File: config.mk
export PLATFORM = sky130hd
export DESIGN_NAME = babbage_inv_rtl
export DESIGN_NICKNAME = d
export VERILOG_FILES = /design/src/rtl/babbage_inv_rtl.sv
export SDC_FILE = /design/constraint.sdc
export NUM_CORES = 1
export LEC_CHECK = 0
export CAP_MARGIN = 10
export CORE_MARGIN = 5
export CORE_UTILIZATION = 53
export CTS_BUF_LIST = sky130_fd_sc_hd__clkbuf_2
export DETAILED_ROUTE_END_ITERATION = 16
export PLACE_DENSITY = 0.78
export SYNTH_ARGS = -nofsm -noshare
export SYNTH_HDL_FRONTEND = slang
export SYNTH_SLANG_ARGS = --single-unit
File: constraint.sdc
create_clock -name clk -period 2.2 [get_ports clk]
set_input_delay 0.44 -clock clk [delete_from_list [all_inputs] [get_ports clk]]
set_output_delay 0.44 -clock clk [all_outputs]
set_load 0.02 [all_outputs]
File: src/rtl/babbage_inv_rtl.sv
// babbage_inv_rtl: finds the smallest n in 0..15 with f(n) = 2n^2 + 3n + 5 >= y.
// f is stepped by forward differencing (f += g, g += 4), so no multiplier is needed.
// If y exceeds f(15) = 500, the result is n = 15 with the overflow flag set.
module babbage_inv_rtl (
  input  logic       clk,
  input  logic       reset,
  input  logic       start,
  input  logic [9:0] y,
  output logic       ready,
  output logic       done_tick,
  output logic [3:0] n_out,
  output logic       exact,
  output logic       ovf
);

  typedef enum logic [1:0] {
    IDLE = 2'b00,
    OP   = 2'b01,
    DONE = 2'b10
  } state_t;

  state_t     state_q, state_d;
  logic [9:0] y_reg_q, y_reg_d;
  logic [9:0] f_q, f_d;
  logic [6:0] g_q, g_d;
  logic [3:0] n_q, n_d;
  logic [3:0] n_out_q, n_out_d;
  logic       exact_q, exact_d;
  logic       ovf_q, ovf_d;

  // State and datapath registers; reset aborts any run in progress
  always_ff @(posedge clk or posedge reset) begin
    if (reset) begin
      state_q <= IDLE;
      y_reg_q <= 10'd0;
      f_q     <= 10'd0;
      g_q     <= 7'd0;
      n_q     <= 4'd0;
      n_out_q <= 4'd0;
      exact_q <= 1'b0;
      ovf_q   <= 1'b0;
    end else begin
      state_q <= state_d;
      y_reg_q <= y_reg_d;
      f_q     <= f_d;
      g_q     <= g_d;
      n_q     <= n_d;
      n_out_q <= n_out_d;
      exact_q <= exact_d;
      ovf_q   <= ovf_d;
    end
  end

  // Next-state, difference stepping and result capture; results only move on op-to-done
  always_comb begin
    state_d   = state_q;
    y_reg_d   = y_reg_q;
    f_d       = f_q;
    g_d       = g_q;
    n_d       = n_q;
    n_out_d   = n_out_q;
    exact_d   = exact_q;
    ovf_d     = ovf_q;
    ready     = 1'b0;
    done_tick = 1'b0;
    case (state_q)
      IDLE: begin
        ready = 1'b1;
        if (start) begin
          y_reg_d = y;
          f_d     = 10'd5;
          g_d     = 7'd5;
          n_d     = 4'd0;
          state_d = OP;
        end
      end
      OP: begin
        if (f_q >= y_reg_q) begin
          n_out_d = n_q;
          exact_d = (f_q == y_reg_q);
          ovf_d   = 1'b0;
          state_d = DONE;
        end else if (n_q == 4'd15) begin
          n_out_d = 4'd15;
          exact_d = 1'b0;
          ovf_d   = 1'b1;
          state_d = DONE;
        end else begin
          f_d = f_q + {3'b000, g_q};
          g_d = g_q + 7'd4;
          n_d = n_q + 4'd1;
        end
      end
      DONE: begin
        done_tick = 1'b1;
        state_d   = IDLE;
      end
      default: begin
        state_d = IDLE;
      end
    endcase
  end

  assign n_out = n_out_q;
  assign exact = exact_q;
  assign ovf   = ovf_q;

endmodule
==> flow_summary_export.csv, run 1 <==
group,metric,value,unit
run_status,status,"finished with violations",
run_status,failed_checks,"setup timing",
floorplan,row_count,22,
critical_path,critical_path.reg2reg.endpoint,"g_q[5]$_DFFE_PP0P_",
sta,final_min_period_over_clock_period,100,%
clocking,htree_num_levels,2,
routing,avgViaCountPerCell,5.48,
critical_path,ff_to_ff_setup_slack,-0.003,ns
yosys,ys.warnings.count,0,
power,pwr-share-comb,59.2,%
layout,layout.cells.most_common,"sky130_fd_sc_hd__dfrtp_1",
routing,detailedRoute.firstIterationViolations,68,
place,routabilityCongestion,0.881,
power,switching_share,43.3,%
clocking,clk_root_buffer_cell,"sky130_fd_sc_hd__clkbuf_2",
layout,layout.cells.most_common_list,"sky130_fd_sc_hd__dfrtp_1 (38), sky130_fd_sc_hd__nand2_1 (31), sky130_fd_sc_hd__o21ai_0 (22)",
routing,drc,0,
grt,via_count_of_the_first_global_routing_pass,1752,
worst_hold_path,min_path_type,"in2async",
grt,remaining_global_route_overflow,0,
clocking,cts_inserted_buffers,5,
clocking,tritoncts_clock_tree,"built",
power,sequentialPowerShare,30.4,%
routing,dr.pass1.iters,5,
yosys,synthesis.area,2040,um^2
place,dp_cells,298,
floorplan,core,3690,um^2
place,postPlaceCellArea,2390,um^2
yosys,syn-mean-instance-area,9.18,um^2
grt,wire_length_of_the_first_global_routing_pass,7770,um
sta,max_freq,454,MHz
critical_path,worst_path_max_stage_delay,0.41,ns
sta,period_minus_slack,2.20,ns
floorplan,num_io_pins,21,
critical_path,worst_r2r_startpoint,"y_reg_q[7]$_DFFE_PP0P_",
critical_path,critPathMostFrequentCell,"sky130_fd_sc_hd__a211o_1",
critical_path,cp_num_cells,8,
layout,finish.instance_area,2540,um^2
yosys,yosys.cell_types.count,32,
sta,setup_ws,-0.00260,ns
routing,ant_nets,0,
clocking,clock_latency,0.39,ns
clocking,path_clk_slew,0.20,ns
sta,setup_tns,-0.00260,ns
layout,stdcell_count,308,
critical_path,critPathBufInv,1,
critical_path,critical_path.startpoint_type,"flop",
critical_path,path_cells,"inv_1, ha_4, a211oi_2, nor2_1, a211o_1, a211o_1, or4_1, nand3_1",
power,power_report.internal_total,2.32,mW
power,pwr-share-clk,10.4,%
clocking,clock_sinks,38,
critical_path,timing.critical_path.to_type,"flop",
floorplan,chipWidth,72.0,um
layout,insertedDiodeCount,0,
yosys,postSynthCellCount,222,
critical_path,worst-setup-path-type,"reg2reg",
sta,final-setup-viol-count,1,
critical_path,cpMaxStageDelayCell,"sky130_fd_sc_hd__dfrtp_1",
yosys,post-synth-top-area-cell,"sky130_fd_sc_hd__dfrtp_1",
sta,timing.max_slew.rel_slack,67.9,%
routing,totalWireLength,4600,um
place,detailedPlacementHpwl,3240,um
layout,share_of_final_layout_standard_cells_stronger_than_drive_strength_1,16.2,%
critical_path,arrival,2.54,ns
power,power_density,1610,nW/um^2
floorplan,initial_utilization,55.2,%
routing,via_count,1688,
grt,antenna_found_initial,0,
clocking,cts_max_path_buffers,2,
yosys,synth_top_cells_by_area,"sky130_fd_sc_hd__dfrtp_1 (47%), sky130_fd_sc_hd__ha_1 (12%), sky130_fd_sc_hd__o21ai_0 (6.6%)",
place,place.port_buffers,20,
critical_path,path_delay_family,"compound AO/OA/AOI/OAI gates",
critical_path,cp.required,2.54,ns
routing,avgRoutedWirePerCell,14.9,um
power,vdd_drop_max,830,uV
grt,grt.total_usage,19.2,%
yosys,postSynthRegisterBits,38,
floorplan,design.die.area,5180,um^2
grt,maximum_number_of_pins_on_one_net_before_global_route_repair,39,
critical_path,critPathMaxFanout,4,
sta,fin_skew,0.00928,ns
run,timing.max_cap.violations,0,
critical_path,rr_worst_depth,8,
sta,final-max-slew-violation-count,0,
power,total_leakage_power,1.20,nW
sta,setup_repair_after_global_routing_missed_its_margin,"yes",
floorplan,die_h,72.0,um
power,net_switching,1.77,mW
sta,pin_slew_with_the_least_headroom_to_its_limit,0.482,ns
yosys,synth_sequential_area_ratio,46.7,%
layout,flow.area_growth_from_synthesis,24.8,%
yosys,number_of_nets_in_the_synthesized_netlist,254,
sta,final_hold_violation_count,0,
layout,finalNetCount,291,
yosys,synth_top_area_share,46.7,%
==> power by group through the flow <==
stage | Sequential, mW | Clock [mW] | Combinational (mW)
4_1_cts | 1.24 | 0.439 | 2.27
3_5_place_dp | 1.25 | 0 | 2.16
2_1_floorplan | 1.26 | 0 | 1.38
3_3_place_gp | 1.23 | 0 | 2.07
5_1_grt | 1.28 | 0.461 | 2.69
6_report | 1.24 | 0.425 | 2.42
==> metal layers <==
metal	routed length, um	up-vias	global-route usage, %	share of wire [%]
met5	0	-	0	0
met4	78	0	7.52	1.7
met3	184	9	3.60	4.0
met2	2320	29	33.9	50
met1	2020	799	23.0	44
li1	-	851	-	-
==> sequential cells by signal, summed over array words and instances (netlist names) <==
name,count
f_q,10
y_reg_q,10
g_q,6
n_out,4
n_q,4
state_q,2
exact,1
ovf,1
==> cell usage after synthesis (all sizes together) <==
master / count
a211o: 2
a211oi: 4
a21o: 3
a21oi: 10
a2bb2oi: 1
a31o: 1
a31oi: 1
and2: 1
buf: 1
clkbuf: 7
dfrtp: 38
ha: 19
inv: 12
mux2: 1
mux2i: 1
nand2: 31
nand2b: 2
nand3: 11
nand4: 3
nor2: 19
nor2b: 3
nor3: 4
nor3b: 1
o2111ai: 1
o21a: 2
o21ai: 27
o31ai: 2
or2: 3
or3: 2
or4: 3
xnor2: 2
xor2: 4
==> cell families after synthesis <==
group,synth area share (%)
compound gates,15.6
xor+xnor,2.58
fa+ha+maj,11.7
buf+inv,3.75
flops,46.7
mux,1.04
simple gates,18.7
==> worst reg2reg max path, stage by stage, from the launching register on <==
cell                       delay [ns]
sky130_fd_sc_hd__dfrtp_1         0.41
sky130_fd_sc_hd__inv_1           0.10
sky130_fd_sc_hd__ha_4            0.22
sky130_fd_sc_hd__a211oi_2        0.23
sky130_fd_sc_hd__nor2_1          0.09
sky130_fd_sc_hd__a211o_1         0.27
sky130_fd_sc_hd__a211o_1         0.33
sky130_fd_sc_hd__or4_1           0.41
sky130_fd_sc_hd__nand3_1         0.09
==> how the worst max path moves through the flow <==
stage	from	end	slack (ns)
floorplan	y_reg_q[0]$_DFFE_PP0P_	f_q[8]$_DFFE_PP0P_	0.03
global placement	y_reg_q[0]$_DFFE_PP0P_	n_q[3]$_DFFE_PP0P_	0.03
detailed placement	f_q[0]$_DFFE_PP0P_	n_q[3]$_DFFE_PP0P_	-0.03
CTS	f_q[0]$_DFFE_PP0P_	n_q[3]$_DFFE_PP0P_	-0.01
global route	y_reg_q[7]$_DFFE_PP0P_	g_q[5]$_DFFE_PP0P_	-0.12
finish	y_reg_q[7]$_DFFE_PP0P_	g_q[5]$_DFFE_PP0P_	-0.003
==> stage by stage <==
step	utilization (%)	power, mW	worst slack [ns]	hold WS (ns)
finish	68.9	4.08	-0.00260	0.426
global route	68.9	4.43	-0.116	0.467
detailed placement	64.7	3.41	-0.0333	0.458
global placement	64.7	3.30	0.0304	0.465
floorplan	-	2.63	0.0333	0.444
CTS	67.4	3.94	-0.0148	0.418
==> timing repair <==
action / in CTS / in global routing
resized for setup: 6 / 14
pin swaps: 7 / 4
hold endpoints to repair: 0 / 0
gates cloned: 0 / 0
setup endpoints to repair: 8 / 22
hold buffers: 0 / 0
buffers inserted: 1 / 1
==> final cells by class <==
type | instances | area (um^2)
Fill cell | 296 | 1150
Multi-Input combinational cell | 164 | 1070
Sequential cell | 38 | 951
Timing Repair Buffer | 38 | 347
Tap cell | 48 | 60.1
Inverter | 12 | 45.0
Clock inverter | 3 | 40.0
Clock buffer | 5 | 25.0
Power figures use the tool's default switching activity.
==> run 2, diff against run 1 <==
--- a/config.mk
+++ b/config.mk
@@ -5,7 +5,7 @@
 export SDC_FILE = /design/constraint.sdc
 export NUM_CORES = 1
 export LEC_CHECK = 0
-export CAP_MARGIN = 10
+export CAP_MARGIN = 20
 export CORE_MARGIN = 5
 export CORE_UTILIZATION = 53
 export CTS_BUF_LIST = sky130_fd_sc_hd__clkbuf_2
==> results of run 2 <==
No change in the layout: final DEF, timing and power equal those of run 1.
==> run 3, diff against run 2 <==
--- a/config.mk
+++ b/config.mk
@@ -5,11 +5,11 @@
 export SDC_FILE = /design/constraint.sdc
 export NUM_CORES = 1
 export LEC_CHECK = 0
-export CAP_MARGIN = 20
 export CORE_MARGIN = 5
 export CORE_UTILIZATION = 53
 export CTS_BUF_LIST = sky130_fd_sc_hd__clkbuf_2
 export DETAILED_ROUTE_END_ITERATION = 16
+export MAX_ROUTING_LAYER = met4
 export PLACE_DENSITY = 0.78
 export SYNTH_ARGS = -nofsm -noshare
 export SYNTH_HDL_FRONTEND = slang
==> constraint.sdc (replaced) <==
create_clock -name clk -period 1.8 [get_ports clk]
set_input_delay 0.36 -clock clk [delete_from_list [all_inputs] [get_ports clk]]
set_output_delay 0.36 -clock clk [all_outputs]
set_load 0.02 [all_outputs]
==> run 3 against run 2 <==
The run still ends with setup timing left; via count up 15%; total power up 50%; non-clock buffer count grew 33; final area grew 17%; clock power fell by 5.9%; critical path depth did not move; critical path type unchanged; critical endpoint unchanged; maximum frequency fell by 2.9%; sequential power up 20%.
==> flow_summary_export.csv, run 3 (synthesized netlist as in run 1, its figures left out) <==
group,metric,value,unit
layout,layout_top_registers,"f_q x10, y_reg_q x10, g_q x6",
critical_path,arrival,2.63,ns
power,report.power.total,6.15,mW
routing,via_count,1937,
sta,fin_skew,0.0154,ns
layout,finalNetCount,324,
floorplan,core,3690,um^2
sta,final-setup-viol-count,27,
floorplan,num_io_pins,21,
layout,layout.cells.most_common,"sky130_fd_sc_hd__buf_4",
grt,antenna_found_initial,0,
critical_path,critPathMaxFanout,5,
power,pwr-share-comb,69.3,%
floorplan,die_h,72.0,um
clocking,htree_num_levels,2,
grt,grt.total_usage,22.0,%
place,place.port_buffers,20,
clocking,cts_hold_buf,0,
grt,via_count_of_the_first_global_routing_pass,1861,
critical_path,rr_worst_depth,8,
sta,max_freq,441,MHz
power,total_leakage_power,1.45,nW
floorplan,chipWidth,72.0,um
clocking,path_clk_slew,0.20,ns
routing,dr.pass1.iters,4,
routing,detailedRoute.firstIterationViolations,213,
routing,avgViaCountPerCell,5.68,
clocking,clk_root_buffer_cell,"sky130_fd_sc_hd__clkbuf_2",
routing,ant_nets,0,
routing,drc,0,
layout,regArea,951,um^2
power,vdd_drop_max,1140,uV
sta,final_min_period_over_clock_period,126,%
sta,period_minus_slack,2.27,ns
layout,area_of_combinational_cells_with_multiple_inputs,1240,um^2
layout,flow.area_growth_from_synthesis,45.8,%
power,net_switching,2.70,mW
clocking,clock_sinks,38,
layout,layout.cells.most_common_list,"sky130_fd_sc_hd__buf_4 (42), sky130_fd_sc_hd__dfrtp_1 (38), sky130_fd_sc_hd__nand2_1 (28)",
grt,wire_length_of_the_first_global_routing_pass,8550,um
critical_path,critical_path.startpoint_type,"flop",
critical_path,ff_to_ff_setup_slack,-0.47,ns
critical_path,timing.critical_path.to_type,"flop",
worst_hold_path,min_path_type,"in2async",
floorplan,design.die.area,5180,um^2
layout,share_of_final_layout_standard_cells_stronger_than_drive_strength_1,35.2,%
power,power_report.internal_total,3.45,mW
critical_path,worst-setup-path-type,"reg2reg",
layout,filler_cell_count,213,
power,sequentialPowerShare,24.2,%
power,pwr-share-clk,6.5,%
clocking,tritoncts_clock_tree,"built",
sta,setup_repair_after_global_routing_missed_its_margin,"yes",
clocking,clock_latency,0.42,ns
power,power_density,2070,nW/um^2
routing,totalWireLength,6020,um
sta,pin_slew_with_the_least_headroom_to_its_limit,0.408,ns
run_status,status,"finished with violations",
floorplan,initial_utilization,55.2,%
clocking,cts_inserted_buffers,5,
sta,final_hold_violation_count,0,
routing,avgRoutedWirePerCell,17.7,um
run,timing.max_cap.violations,0,
floorplan,row_count,22,
place,placement.setup.worst_slack,-0.372,ns
sta,final-max-slew-violation-count,0,
clocking,cts_max_path_buffers,2,
layout,insertedDiodeCount,0,
grt,remaining_global_route_overflow,0,
sta,setup_ws,-0.469,ns
run_status,failed_checks,"setup timing",
sta,timing.max_slew.rel_slack,72.7,%
critical_path,cp.required,2.17,ns
grt,maximum_number_of_pins_on_one_net_before_global_route_repair,21,
power,switching_share,43.9,%
place,detailedPlacementHpwl,3530,um
place,routabilityCongestion,0.858,
==> run 3: cell count changes in the layout (fill, tap and decap cells not counted), sizes merged <==
cell | previous run | this run
clkdlybuf4s50 | 20 | 12
dlymetal6s2s | 0 | 5
bufinv | 1 | 0
dlygate4sd2 | 0 | 3
clkbuf | 5 | 6
buf | 18 | 51
==> run 3: metal layers <==
metal	wire, um	vias up	GRT usage, %
met4	201	0	12.9
met3	237	19	3.05
met2	3060	44	35.3
met5	0	-	-
li1	-	918	-
met1	2530	956	26.5
==> run 3: layout make-up <==
cell class / instances / share of cell area (%)
well taps: 48 / 2.02
inverters: 12 / 1.68
clock inverters: 2 / 0.295
clock buffers: 6 / 1.01
repair buffers: 71 / 21.2
flip-flops and latches: 38 / 32.0
multi-input cells: 164 / 41.8
==> run 3: critical path: stages, from the launching register on <==
cell and delay [ns]:
sky130_fd_sc_hd__dfrtp_1 0.43, sky130_fd_sc_hd__inv_2 0.09, sky130_fd_sc_hd__ha_4 0.20, sky130_fd_sc_hd__nand2b_4 0.13, sky130_fd_sc_hd__a21o_1 0.16, sky130_fd_sc_hd__a211o_1 0.31, sky130_fd_sc_hd__a211o_4 0.38, sky130_fd_sc_hd__or4_1 0.40
sky130_fd_sc_hd__nand3_1 0.11
==> run 3: final timing paths <==
kind / startpoint / endpoint
worst max-delay path: f_q[0]$_DFFE_PP0P_ / g_q[5]$_DFFE_PP0P_
worst min-delay path: reset / ovf$_DFFE_PP0P_
worst max register to register: f_q[0]$_DFFE_PP0P_ / g_q[5]$_DFFE_PP0P_
worst min register to register: ovf$_DFFE_PP0P_ / ovf$_DFFE_PP0P_
max in group asynchronous: reset / f_q[6]$_DFFE_PP0P_
min in group clk: y[8] / y_reg_q[8]$_DFFE_PP0P_
==> run 3: power groups by stage <==
stage / Combinational, mW / Sequential [mW] / Clock [mW]
after floorplan: 1.82 / 1.54 / 0
after global placement: 3.01 / 1.44 / 0
after detailed placement: 3.13 / 1.47 / 0
after CTS: 3.57 / 1.47 / 0.397
after global routing: 4.63 / 1.53 / 0.443
final: 4.26 / 1.49 / 0.400
==> run 3: metrics by stage <==
step	util [%]	area (um^2)	TNS (ns)	hold slack (ns)	cells
floorplan	-	2070	-3.37	0.444	222
global placement	70.3	2590	-5.91	0.465	324
detailed placement	70.3	2590	-6.85	0.488	324
CTS	75.7	2790	-5.88	0.279	338
global route	80.5	2970	-10.40	0.292	341
finish	80.5	2970	-8.26	0.274	341
==> run 3: repair_timing <==
item                       4_1_cts  5_1_grt
gates cloned                     1        0
setup buffers                    6        3
setup endpoints to repair       30       32
pin swaps                        5       13
gates resized for setup         35       39
==> edit (flow settings as in run 2) <==
Reset style: synchronous (`reset`), changed in one clocked block.
--- a/src/rtl/babbage_inv_rtl.sv
+++ b/src/rtl/babbage_inv_rtl.sv
@@ -29,7 +29,7 @@
   logic       ovf_q, ovf_d;
 
   // State and datapath registers; reset aborts any run in progress
-  always_ff @(posedge clk or posedge reset) begin
+  always_ff @(posedge clk) begin
     if (reset) begin
       state_q <= IDLE;
       y_reg_q <= 10'd0;
Check against the original RTL: differs if reset is asserted again (counterexample within 4 cycles, from zero or initial values and one cycle with reset high); with reset held inactive, the same outputs for 10 cycles.
==> edit against run 2 <==
Clock skew rose by 0.0056 ns; worst hold slack improved by 0.040 ns; first-iteration DRC count increased by 18%; sequential share of layout area is 4.9 points lower; count of clock-buffer cells in the layout rose by 1; worst setup slack better by 0.11 ns; design area down 6.9%; sequential cell count is the same; routed wire length fell by 3.3%; core utilization down 3.8 points; synthesized area shrank 3.6%; highest routed layer unchanged.
Power is not compared: it rests on default switching activity, and its combinational part moved more than twofold at a synthesized area within 25%.
==> edit: results <==
set metrics [dict create \
    status "finished, final reports clean" \
    synthArstFlopShare_pct 0 \
    seq_area_frac_synth_pct 38.8 \
    leakage_nw 0.929 \
    diodes 0 \
    first_pass_iters 4 \
    fin_nets 305 \
    crit_slowest_cell "or4_1" \
    hpwl_um 3120 \
    grt_max_degree 39 \
    hold_class "reg -> reg" \
    postPlaceCellArea_um2 2260 \
    p_int_mw 1.00 \
    hold_start "y_reg_q[3]" \
    ys_top_cells_by_count "dfxtp_1 (38), nand2_1 (34), a21oi_1 (27)" \
    critPathMaxStageDelay_ns 0.52 \
    grt_pass1_vias 1783 \
    vias_per_cell 5.61 \
    synth_fp_nets 274 \
    path_clk_slew_ns 0.19 \
    global_route.usage.met3_pct 3.84 \
    ys_types 34 \
    crit_path_end_kind "flip-flop" \
    drive_gt1_share_pct 13.5 \
    port_buffers 20 \
    r2r_slack_ns 0.11 \
    ir_drop_uv 448 \
    grt_pass1_wl_um 7760 \
    met1_usage_pct 24.6 \
    worstPathArrival_ns 2.44 \
    track_usage_pct 18.6 \
    drtIter0Drc 80 \
    synth_area_leaders "dfxtp_1 (39%), ha_1 (12%), a21oi_1 (6.9%)" \
    skew_ns 0.0149 \
    h-tree-depth 2 \
    worst_skew_pair.late_latency_ns 0.41 \
    synth_largest_area_cell "dfxtp_1" \
    r2r-end "f_q[8]" \
    relSlewSlack_pct 74.1 \
    largestRegisters "f_q x10, y_reg_q x10, g_q x6" \
    cts_buffer_depth 2 \
    antenna_found_initial 0 \
    grtUsageMet2_pct 29.4 \
    yosysWarningCount 0 \
    cts_buffers 5 \
    path_max_fanout 6 \
    synth-main-ff-cell "dfxtp_1" \
    ctsRootBufferMaster "clkbuf_2" \
    routed_wl_um 4450 \
    reg2regPathDepth 7 \
    cp_top_family "simple AND/OR/NAND/NOR gates" \
    routabilityCongestion 0.813 \
    critPathLaunch "y_reg_q[7]" \
]
edit: changes by cell type after synthesis, moves of 6 or more:
cell / delta
a21oi_1: +17
dfrtp_1: -38
dfxtp_1: +38
nor2_1: +6
o21ai_0: -19
edit: timing repair:
item                       CTS  global route
setup endpoints to repair    0            13
setup buffers                0             3
gates resized for setup      0            13
edit: layout make-up:
type | instances | area (um2)
fillers | 328 | 1270
multi-input cells | 183 | 1150
flip-flops and latches | 38 | 769
repair buffers | 34 | 305
well taps | 48 | 60.1
inverters | 11 | 41.3
clock buffers | 6 | 30.0
clock inverters | 2 | 8.76
edit: worst min-delay path, delay by kind of cell (launching register included):
kind / cells / cell delay, ns
DFF: 1 / 0.35
and+or+nand+nor: 1 / 0.05
AOI/OAI and AO/OA: 1 / 0.05
edit: through the flow:
stage                     setup WS [ns]  power (mW)  cells  hold WS [ns]  util (%)
after floorplan                   0.107        1.04    242         0.436         -
after global placement            0.125        1.18    311         0.445      62.2
after detailed placement         0.0718        1.19    311         0.448      62.2
after CTS                        0.0426        1.49    319         0.469      63.3
after global routing            -0.0224        1.60    322         0.485      65.1
final                             0.108        1.52    322         0.466      65.1
edit: power by group through the flow:
stage / clock [mW] / sequential (mW) / combinational [mW]
after floorplan: 0 / 0.783 / 0.255
after CTS: 0.319 / 0.763 / 0.412
after global routing: 0.347 / 0.776 / 0.482
final: 0.314 / 0.767 / 0.435
after global placement: 0 / 0.776 / 0.403
after detailed placement: 0 / 0.778 / 0.409
edit: worst min path at each step:
stage                      end  slack (ns)  depth (start not counted)
global placement    y_reg_q[1]        0.45                          2
detailed placement  y_reg_q[7]        0.45                          2
finish              y_reg_q[3]        0.47                          2
floorplan           y_reg_q[1]        0.44                          2
CTS                 y_reg_q[7]        0.47                          2
global route        y_reg_q[6]        0.49                          2
edit: metal layers:
layer | vias to the layer above | part of all wire [%] | wire length [um]
met3 | 10 | 3.6 | 159
met5 | - | 0 | 0
met2 | 38 | 45 | 2010
met1 | 834 | 49 | 2190
li1 | 923 | - | -
met4 | 0 | 2.0 | 87
edit: cell families (layout without fill, tap and decap cells):
group | count (synthesis) | after routing | synth area share (%)
buffers and inverters | 21 | 53 | 4.46
adders and majority gates | 19 | 19 | 12.1
AOI/OAI and AO/OA | 63 | 63 | 20.5
xor gates and xnor gates | 3 | 3 | 1.34
DFF | 38 | 38 | 38.8
and+or+nand+nor | 98 | 98 | 22.8
